**src/rtl/game_pkg.sv**
```systemverilog
// Shared definitions for the game slot arbiter and the game cores it hosts.
package game_pkg;

    localparam int unsigned BTN_W    = 7;
    localparam int unsigned CODE_W   = 4;
    localparam int unsigned SEL_W    = 3;

    // 7-segment display codes: 0..9 are plain digits
    localparam logic [CODE_W-1:0] CODE_OK    = 4'd10;
    localparam logic [CODE_W-1:0] CODE_ERR   = 4'd11;
    localparam logic [CODE_W-1:0] CODE_BLANK = 4'd12;
    localparam logic [CODE_W-1:0] CODE_QUERY = 4'd13;

    // Session score saturates at a single decimal digit
    localparam logic [CODE_W-1:0] SCORE_MAX  = 4'd9;

    typedef enum logic [1:0] {
        MENU   = 2'd0,
        LAUNCH = 2'd1,
        RUN    = 2'd2,
        EXIT   = 2'd3
    } arb_state_t;

endpackage

```
**src/rtl/game_slot_arbiter_if.sv**
```systemverilog
// Board-side bundle: buttons and display towards the player, per-slot lines towards the game cores.
interface game_slot_arbiter_if #(
    parameter int unsigned NUM_GAMES = 4
);
    import game_pkg::*;

    logic [BTN_W-1:0]            btn;
    logic [CODE_W*NUM_GAMES-1:0] game_value;
    logic [BTN_W-1:0]            game_btn;
    logic [NUM_GAMES-1:0]        game_rst;
    logic [SEL_W-1:0]            game_sel;
    logic [CODE_W-1:0]           value;
    logic [CODE_W-1:0]           score;

    // Arbiter side
    modport master (
        input  btn,
        input  game_value,
        output game_btn,
        output game_rst,
        output game_sel,
        output value,
        output score
    );

    // Board / game-core side
    modport slave (
        output btn,
        output game_value,
        input  game_btn,
        input  game_rst,
        input  game_sel,
        input  value,
        input  score
    );

endinterface

```
**src/rtl/btn_edge.sv**
```systemverilog
// Button history register with rising-edge and all-released detection; reusable by game cores.
module btn_edge
    import game_pkg::*;
#(
    parameter int unsigned W = BTN_W
) (
    input  logic         clk,
    input  logic         reset,
    input  logic [W-1:0] btn_i,
    output logic [W-1:0] rise_o,
    output logic         all_released_o
);

    logic [W-1:0] btn_q;

    // One-cycle delayed copy of the (already synchronised) buttons
    always_ff @(posedge clk or posedge reset) begin
        if (reset) begin
            btn_q <= '0;
        end else begin
            btn_q <= btn_i;
        end
    end

    assign rise_o         = btn_i & ~btn_q;
    assign all_released_o = (btn_i == '0);

endmodule

```
**src/rtl/game_slot_arbiter.sv**
```systemverilog
// Menu/launch/run/exit controller sharing the buttons and the single 7-seg digit between game slots.
module game_slot_arbiter
    import game_pkg::*;
#(
    parameter int unsigned NUM_GAMES    = 4,
    parameter int unsigned IDLE_TIMEOUT = 300_000_000,
    parameter int unsigned HOLD_CYCLES  = 20_000_000,
    parameter int unsigned CNT_W        = 29
) (
    input  logic                 clk,
    input  logic                 reset,
    game_slot_arbiter_if.master  bus
);

    localparam logic [CNT_W-1:0] IDLE_LAST = CNT_W'(IDLE_TIMEOUT - 1);
    localparam logic [CNT_W-1:0] HOLD_LAST = CNT_W'(HOLD_CYCLES - 1);
    localparam logic [SEL_W-1:0] SEL_LAST  = SEL_W'(NUM_GAMES - 1);

    arb_state_t           state_q, state_d;
    logic [SEL_W-1:0]     sel_q, sel_d;
    logic [CNT_W-1:0]     idle_q, idle_d;
    logic [CNT_W-1:0]     hold_q, hold_d;
    logic [CODE_W-1:0]    score_q, score_d;
    logic [CODE_W-1:0]    value_q, value_d;
    logic [BTN_W-1:0]     game_btn_q, game_btn_d;
    logic [NUM_GAMES-1:0] game_rst_q, game_rst_d;

    logic [BTN_W-1:0]     rise;
    logic                 all_released;
    logic [CODE_W-1:0]    sel_val;
    logic                 combo;
    logic                 idle_exp;
    logic                 hold_exp;
    logic                 unused_rise;

    btn_edge #(
        .W (BTN_W)
    ) u_btn_edge (
        .clk            (clk),
        .reset          (reset),
        .btn_i          (bus.btn),
        .rise_o         (rise),
        .all_released_o (all_released)
    );

    // Only buttons 1 and 2 navigate the menu
    assign unused_rise = ^rise[BTN_W-1:2];

    // Exit combo is the two outermost buttons
    assign combo = bus.btn[0] & bus.btn[BTN_W-1];

    // Display code of the currently selected slot
    always_comb begin
        sel_val = CODE_BLANK;
        for (int unsigned i = 0; i < NUM_GAMES; i++) begin
            if (sel_q == SEL_W'(i)) begin
                sel_val = bus.game_value[CODE_W*i +: CODE_W];
            end
        end
    end

    // Next-state, counters, score and registered-output values
    always_comb begin
        state_d    = state_q;
        sel_d      = sel_q;
        idle_d     = '0;
        hold_d     = '0;
        score_d    = score_q;
        value_d    = CODE_BLANK;
        game_btn_d = '0;
        game_rst_d = '1;
        idle_exp   = 1'b0;
        hold_exp   = 1'b0;

        case (state_q)
            MENU: begin
                // Confirm beats select when both rise together
                if (rise[1]) begin
                    state_d = LAUNCH;
                end else if (rise[0]) begin
                    sel_d = (sel_q == SEL_LAST) ? '0 : sel_q + SEL_W'(1);
                end
            end

            LAUNCH: begin
                // Swallow the confirming press before the game sees any button
                if (all_released) begin
                    state_d = RUN;
                end
            end

            RUN: begin
                if (bus.btn != '0) begin
                    idle_d = '0;
                end else if (idle_q == IDLE_LAST) begin
                    idle_exp = 1'b1;
                end else begin
                    idle_d = idle_q + CNT_W'(1);
                end

                if (combo) begin
                    if (hold_q == HOLD_LAST) begin
                        hold_exp = 1'b1;
                    end else begin
                        hold_d = hold_q + CNT_W'(1);
                    end
                end

                if (idle_exp || hold_exp) begin
                    state_d = EXIT;
                    idle_d  = '0;
                    hold_d  = '0;
                end else if (sel_val == CODE_OK && value_q != CODE_OK &&
                             score_q != SCORE_MAX) begin
                    // value_q holds the previous sample of the selected code
                    score_d = score_q + CODE_W'(1);
                end
            end

            EXIT: begin
                if (all_released) begin
                    state_d = MENU;
                end
            end

            default: begin
                state_d = MENU;
            end
        endcase

        if (state_d == LAUNCH) begin
            score_d = '0;
        end

        // Outputs follow the state being entered so they line up with it
        case (state_d)
            MENU: begin
                value_d = {1'b0, sel_d} + CODE_W'(1);
            end
            RUN: begin
                value_d    = sel_val;
                game_btn_d = bus.btn;
                for (int unsigned i = 0; i < NUM_GAMES; i++) begin
                    game_rst_d[i] = (sel_q != SEL_W'(i));
                end
            end
            default: begin
                value_d = CODE_BLANK;
            end
        endcase
    end

    // State and output registers; reset parks every slot in reset immediately
    always_ff @(posedge clk or posedge reset) begin
        if (reset) begin
            state_q    <= MENU;
            sel_q      <= '0;
            idle_q     <= '0;
            hold_q     <= '0;
            score_q    <= '0;
            value_q    <= CODE_BLANK;
            game_btn_q <= '0;
            game_rst_q <= '1;
        end else begin
            state_q    <= state_d;
            sel_q      <= sel_d;
            idle_q     <= idle_d;
            hold_q     <= hold_d;
            score_q    <= score_d;
            value_q    <= value_d;
            game_btn_q <= game_btn_d;
            game_rst_q <= game_rst_d;
        end
    end

    assign bus.game_btn = game_btn_q;
    assign bus.game_rst = game_rst_q;
    assign bus.game_sel = sel_q;
    assign bus.value    = value_q;
    assign bus.score    = score_q;

endmodule

```
**src/flat_wrapper.sv**
```systemverilog
// flat-port wrapper written by rule: the top's interface ports become plain ports
module game_slot_arbiter_flat import game_pkg::*;
#(
    parameter int unsigned NUM_GAMES    = 4,
    parameter int unsigned IDLE_TIMEOUT = 300_000_000,
    parameter int unsigned HOLD_CYCLES  = 20_000_000,
    parameter int unsigned CNT_W        = 29
)
  (clk, reset, bus_btn, bus_game_value, bus_game_btn, bus_game_rst, bus_game_sel, bus_value, bus_score);
  game_slot_arbiter_if #(.NUM_GAMES(NUM_GAMES)) bus_i ();
  input  logic clk;
  input  logic reset;
  input wire logic [$bits(bus_i.btn)-1:0] bus_btn;
  input wire logic [$bits(bus_i.game_value)-1:0] bus_game_value;
  output wire logic [$bits(bus_i.game_btn)-1:0] bus_game_btn;
  output wire logic [$bits(bus_i.game_rst)-1:0] bus_game_rst;
  output wire logic [$bits(bus_i.game_sel)-1:0] bus_game_sel;
  output wire logic [$bits(bus_i.value)-1:0] bus_value;
  output wire logic [$bits(bus_i.score)-1:0] bus_score;
  assign bus_i.btn = bus_btn;
  assign bus_i.game_value = bus_game_value;
  assign bus_game_btn = bus_i.game_btn;
  assign bus_game_rst = bus_i.game_rst;
  assign bus_game_sel = bus_i.game_sel;
  assign bus_value = bus_i.value;
  assign bus_score = bus_i.score;
  game_slot_arbiter #(.NUM_GAMES(NUM_GAMES), .IDLE_TIMEOUT(IDLE_TIMEOUT), .HOLD_CYCLES(HOLD_CYCLES), .CNT_W(CNT_W)) u_core (.clk(clk), .reset(reset), .bus(bus_i));
endmodule
```
**config.mk**
```make
export PLATFORM = sky130hd
export DESIGN_NAME = game_slot_arbiter_flat
export DESIGN_NICKNAME = d
export VERILOG_FILES = /design/src/rtl/game_pkg.sv /design/src/rtl/game_slot_arbiter_if.sv /design/src/rtl/btn_edge.sv /design/src/rtl/game_slot_arbiter.sv /design/src/flat_wrapper.sv
export SDC_FILE = /design/constraint.sdc
export NUM_CORES = 1
export LEC_CHECK = 0
export ABC_AREA = 0
export CORE_ASPECT_RATIO = 0.5
export CORE_UTILIZATION = 51
export DETAILED_ROUTE_END_ITERATION = 10
export GPL_ROUTABILITY_DRIVEN = 0
export PLACE_DENSITY = 0.76
export SYNTH_ARGS = -nofsm -noshare
export SYNTH_HDL_FRONTEND = slang
export SYNTH_SLANG_ARGS = --single-unit
```
**constraint.sdc**
```tcl
create_clock -name clk -period 2.5 [get_ports clk]
set_clock_uncertainty 0.15 [all_clocks]
set_input_delay 0.25 -clock clk [delete_from_list [all_inputs] [get_ports clk]]
set_output_delay 0.25 -clock clk [all_outputs]
set_load 0.02 [all_outputs]
```
== Word-level counts from Yosys, hierarchy flattened ==
Cells that the tools add are included.

* Bits in registers: 84
* Latch bits: 0
* RAM bits: 0
* Memory bits (read-only): 0
* Input port bits: 25
* Output and inout port bits: 22
* Memories kept: 0

* $add $sub $neg: 5
* $mul: 0
* Div/mod/pow operators: 0
* Magnitude comparators: 0
* Eq/ne operators: 17
* Shift operators: 0
* Muxes and demuxes: 34
* Bitwise logic cells: 3
* Reduce and logical (&&, ||, !) cells: 12

{| class="wikitable"
|+ Operators with widths
! operator !! count
|-
| $mux 29 || 8
|-
| $add 29x1->29 const B || 2
|-
| $mux 4 || 9
|-
| $eq 29x25->1 const B || 1
|-
| $eq 29x29->1 const B || 1
|-
| $mux 3 || 4
|-
| $mux 2 || 4
|-
| $ne 4x4->1 const B || 2
|-
| $pmux 2 s4 || 1
|-
| $pmux 4 s2 || 1
|-
| $logic_not 7->1 || 1
|-
| $mux 7 || 1
|-
| $reduce_bool 7->1 || 1
|-
| $eq 2x2->1 const B || 3
|-
| $eq 3x2->1 const B || 2
|-
| $mux 1 || 6
|-
| $ne 3x2->1 const B || 2
|-
| $add 3x1->4 const B || 1
|-
| $add 4x1->4 const B || 1
|-
| $eq 2x1->1 const B || 2
|-
| $eq 4x4->1 const B || 1
|-
| $logic_not 2->1 || 2
|-
| $reduce_bool 2->1 || 2
|-
| $add 3x1->3 const B || 1
|-
| 11 further kinds || 12
|}

== Depth between registers and ports, before layout ==
Gate-level depths: netlist (run 1).

* Depth in word-level cells: 12
* Mapped depth: 10

== Hierarchy ==
Synthesis (run 1) repeated with hierarchy kept, for this count alone.

* Cells, all modules: 447
* Area, all modules: 4405.5 um^2

{| class="wikitable"
|+ Modules (own cells, without submodules)
! module !! instances !! cells each !! area an instance (um^2)
|-
| game_slot_arbiter || 1 || 430 || 4162.7
|-
| btn_edge || 1 || 17 || 242.7
|}

== Worst setup path after synthesis (run 1) ==
OpenSTA, ideal clock, no wires.

* Kind: register to register
* Start point: reg u_core.sel_q[0] (netlist: u_core.bus.game_sel[0])
* End point: reg u_core.score_q[1] (netlist: u_core.bus.score[1])
* Setup time: 0.087 ns
* Data arrival time: 2.185 ns
* Required time: 2.263 ns
* Path slack: 0.078 ns
* Stages on the path, launching flop included: 10
* Buffers on the path: 2
* Clock period less this slack: 2.422 ns
* Cell sequence: dfrtp_1 inv_1 ha_1 clkbuf_1 a2111oi_0 nor2_1 and4_1 clkbuf_1 and3_1 a211oi_2

* Word-level cells in the longest chain between the ends: 10
* Elaborated cells between the ends (all ways): 13
* Those cells by class: 4 x eq/ne; 4 x mux; 5 x reduce/logical

{| class="wikitable"
|+ RTL lines
! what !! line !! source
|-
| start: declaration || game_slot_arbiter.sv:20 || <nowiki>logic [SEL_W-1:0] sel_q, sel_d;</nowiki>
|-
| start signal: assignment || game_slot_arbiter.sv:166 || <nowiki>sel_q <= sel_d;</nowiki>
|-
| $logic_not 3->1 || game_slot_arbiter.sv:56 || <nowiki>if (sel_q == SEL_W'(i)) begin</nowiki>
|-
| $mux 4 (3 in a row) || game_slot_arbiter.sv:56 ||
|-
| $mux 4 * || game_slot_arbiter.sv:56 ||
|-
| $eq 4x4->1 * || game_slot_arbiter.sv:113 || <nowiki>end else if (sel_val == CODE_OK && value_q != CODE_OK &&</nowiki>
|-
| $logic_and 1x1->1 * (2 in a row) || game_slot_arbiter.sv:113 ||
|-
| $reduce_bool 2->1 (no line) * || - ||
|-
| $reduce_and 3->1 (no line) * || - ||
|-
| end signal: assignment || game_slot_arbiter.sv:169 || <nowiki>score_q <= score_d;</nowiki>
|-
| end: declaration || game_slot_arbiter.sv:23 || <nowiki>logic [CODE_W-1:0] score_q, score_d;</nowiki>
|}

Mark *: on every way between the ends. The rest lies on a longest branch, timed or not.
A chain may end at the register's enable or synchronous reset.

== Worst setup path in the final report (run 1) ==
* Start point: reg u_core.idle_q[18]
* End point: reg u_core.score_q[1] (netlist: u_core.bus.score[1])

* Word-level cells in the longest chain between the ends: 10
* Elaborated cells between the ends (all ways): 13
* Those cells by class: 3 x eq/ne; 6 x mux; 4 x reduce/logical

{| class="wikitable"
|+ RTL lines
! what !! line !! source
|-
| start: declaration || game_slot_arbiter.sv:21 || <nowiki>logic [CNT_W-1:0] idle_q, idle_d;</nowiki>
|-
| start signal: assignment || game_slot_arbiter.sv:167 || <nowiki>idle_q <= idle_d;</nowiki>
|-
| $eq 29x29->1 * || game_slot_arbiter.sv:95 || <nowiki>end else if (idle_q == IDLE_LAST) begin</nowiki>
|-
| $mux 1 * || game_slot_arbiter.sv:95 ||
|-
| $mux 1 * || game_slot_arbiter.sv:93 || <nowiki>if (bus.btn != '0) begin</nowiki>
|-
| $mux 1 * || game_slot_arbiter.sv:75 || <nowiki>case (state_q)</nowiki>
|-
| $logic_or 1x1->1 * || game_slot_arbiter.sv:109 || <nowiki>if (idle_exp || hold_exp) begin</nowiki>
|-
| $mux 2 || game_slot_arbiter.sv:109 ||
|-
| $pmux 2 s4 || game_slot_arbiter.sv:75 ||
|-
| $eq 2x1->1 || game_slot_arbiter.sv:131 || <nowiki>if (state_d == LAUNCH) begin</nowiki>
|-
| $ne 2x2->1 (no line) / $reduce_bool 2->1 (equally long branches) || - ||
|-
| $reduce_and 3->1 (no line) || - ||
|}

Mark *: on every way between the ends. The rest lies on a longest branch, timed or not. The select of a mux whose other input is x is not followed.

==> results of run 1 <==
through the flow:
step	worst slack [ns]	cell area [sq um]	utilization, %
final	0.127	5250	68.6
after global routing	0.00126	5250	68.6
after CTS	0.0232	5240	68.4
after detailed placement	-0.0657	4940	64.6
after global placement	-0.0264	4940	64.6
after floorplan	0.0783	4200	-
worst max-delay path: stages, from the launching register on:
cell and delay [ns]:
dfrtp_1 0.41, or4b_1 0.54, nor4_1 0.29, buf_4 0.17, nand4_1 0.13, and2_4 0.24, and3_1 0.17, a211oi_2 0.18
power by group:
part / leakage (nW) / total [mW] / switching, mW / internal [mW]
clock network: 0.138 / 1.27 / 0.513 / 0.753
registers: 1.14 / 1.42 / 0.0275 / 1.39
logic: 0.820 / 0.557 / 0.295 / 0.262
flip-flops by register name (all words and copies together), names as in the netlist:
signal                   cells
u_core.bus.score             4
u_core.bus.value             4
u_core.bus.game_sel          3
u_core.idle_q               29
u_core.bus.game_rst          4
u_core.bus.game_btn          7
u_core.hold_q               29
u_core.state_q               2
u_core.u_btn_edge.btn_q      2
path summary, 6_finish.rpt:
kind / startpoint / end / slack [ns]
max: u_core.idle_q[18]$_DFF_PP0_ / u_core.bus.score[1]$_DFFE_PP0P_ / 0.13
min: reset / u_core.idle_q[8]$_DFF_PP0_ / 0.15
max reg2reg: u_core.idle_q[18]$_DFF_PP0_ / u_core.bus.score[1]$_DFFE_PP0P_ / 0.13
min reg2reg: u_core.hold_q[0]$_DFF_PP0_ / u_core.hold_q[0]$_DFF_PP0_ / 0.34
max in group asynchronous: reset / u_core.bus.value[3]$_DFF_PP1_ / 1.44
min in group clk: u_core.hold_q[0]$_DFF_PP0_ / u_core.hold_q[0]$_DFF_PP0_ / 0.34
layer usage:
| metal | part of all wire (%) | wire [microns] | up-vias |
|---|---|---|---|
| met4 | 0.96 | 82 | 0 |
| met5 | 0 | 0 | - |
| met1 | 49 | 4160 | 1558 |
| met2 | 45 | 3850 | 64 |
| met3 | 5.0 | 430 | 9 |
| li1 | - | - | 1621 |
cells in the final DEF (no fill, tap or decap), drive strengths merged, types with 2 or more instances in the layout:
| cell type | instances |
|---|---|
| a211oi | 4 |
| a21oi | 11 |
| and2 | 13 |
| and3 | 8 |
| and4 | 5 |
| buf | 22 |
| clkbuf | 13 |
| clkdlybuf4s50 | 46 |
| clkinvlp | 3 |
| dfrtp | 78 |
| dfstp | 6 |
| ha | 9 |
| inv | 18 |
| mux2i | 2 |
| nand2 | 33 |
| nand2b | 2 |
| nand3 | 19 |
| nand4 | 21 |
| nor2 | 77 |
| nor2b | 3 |
| nor3 | 9 |
| nor3b | 3 |
| nor4 | 2 |
| nor4b | 3 |
| o21ai | 9 |
| or2 | 4 |
| or3 | 7 |
| or4 | 2 |
| or4b | 3 |
| xnor2 | 25 |
| xor2 | 27 |
kinds of logic after synthesis:
family                     Yosys count
and+or+nand+nor                    217
DFF                                 84
xor gates and xnor gates            52
AOI/OAI and AO/OA                   38
buffers and inverters               32
adders and majority gates            9
muxes                                3
repair_timing:
item | in CTS | in global routing
resized for setup | 0 | 5
setup endpoints to repair | 0 | 8
hold buffers | 0 | 0
cell type report:
| cell class | count | share of cell area, % |
|---|---|---|
| inverter | 19 | 1.43 |
| sequential | 84 | 40.2 |
| tap | 108 | 2.58 |
| clock buffer | 13 | 5.15 |
| multi-input combinational | 319 | 37.6 |
| clock inverter | 3 | 0.381 |
| timing repair buffer | 68 | 12.6 |
==> results.toml, run 1 <==
[die]
coreArea_sq_mm = 0.00765
rows = 22
boundaryPins = 47
die-area_sq_mm = 0.00862
die_h_microns = 66.2
fp.dieW_microns = 130
start_util_pct = 54.9

[yosys]
yosys_most_used_dff = "dfrtp_1"
ys_warn_count = 0
synth_area_leaders = "dfrtp_1 (46%), nor2_1 (6.8%), xor2_1 (5.6%)"
yosys.area.top_type_share_pct = 46.5
synth_edf_count = 0
synth_xor_area_share_pct = 10.8
synth.avg_cell_area_sq_um = 9.66
synthSimpleGateAreaFrac_pct = 26.2
ys_top_cells_by_count = "dfrtp_1 (78), nor2_1 (76), nand2_1 (33), xor2_1 (27), xnor2_1 (25)"
seq_area_frac_synth_pct = 50.2
syn_inst = 435
synthDistinctLibCells = 55
ys_ff_latch = 84
synth_nets = 469
synth_fa_ha_area_share_pct = 2.68
ys_async_sr_fraction_pct = 100
synth_top_family_by_area = "simple AND/OR/NAND/NOR gates"
yosysMostFrequentCell = "dfrtp_1"
synth_compound_area_share_pct = 6.23
synth_largest_area_cell = "dfrtp_1"
netlist_area_sq_mm = 0.00420
synthMuxAreaShare_pct = 0.745

[cells_and_area]
drive_above_1_share_pct = 11.1
register_area_sq_mm = 0.00211
area_growth_pct = 24.9
fill_cells = 615
n_antenna_cell = 0
multi_input_comb_area_sq_mm = 0.00197
fin_nets = 535
final_cells = 614

[route]
finalWirelength_mm = 8.52
drtPass1Iterations = 4
ant_nets = 0
vias = 3252
vias_per_cell = 5.30
wire_per_inst_microns = 13.9
drc = 0
initialDrtViolationCount = 158

[global_route]
met2_usage_pct = 35.2
grt_antenna_before_repair = 0
grt_use_met3_pct = 6.96
grt_usage_pct = 21.9
grt_max_degree = 39
grt_pass1_wl_mm = 14.3
gr-total-overflow = 0
grt_pass1_vias = 3121
grt-busiest-layer = "met2"
use_met1_pct = 28.6

[timing]
fmax_mhz = 421
final_hold_viol_count = 0
slew_headroom_pct = 60.3
whs_ns = 0.146
tns_ns = 0
tightestPinTransition_ns = 0.591
rsz0062_at_grt = "no"
setup_viol = 0
finalCritPeriodShare_pct = 94.9
period_needed_ns = 2.37
slew_violations = 0

[clocking]
cts.sinks = 84
clockBufferDepth = 2
cts-buffers-inserted = 9
clk_pin_slew_worst_paths_ns = 0.06
post_cts_buffers = 0
cts_root_buffer = "clkbuf_16"
clock_latency_ns = 0.34
cts_tree = "done"
h-tree-depth = 3

[worst_setup_path]
cp_data_arrival_time_ns = 2.48
cp-start-kind = "register"
r2r_cells = 7
worstPathRequired_ns = 2.60
end_kind = "register"
worstPathMaxFanout = 8
criticalPathCategory = "register to register"

[outcome]
outcome = "finished, final reports clean"

[job]
drv_cap = 0

[placement]
place_inst = 598
dp_hpwl_mm = 6.10
port_buffers = 46

[worst_hold_path]
hp-class = "input port to asynchronous set/reset pin"

[pwr]
power.total_mw = 3.24
ir_worst_vdd_mv = 0.355
power_leakage_nw = 2.10
p_per_area_mw_per_mm2 = 617
(Power assumes the default switching activity.)
==> run 2, diff against run 1 <==
- CTS_CLUSTER_DIAMETER: unset -> 40
==> results of run 2 <==
Same layout as run 1: the final DEF is identical, and so are final timing and power.
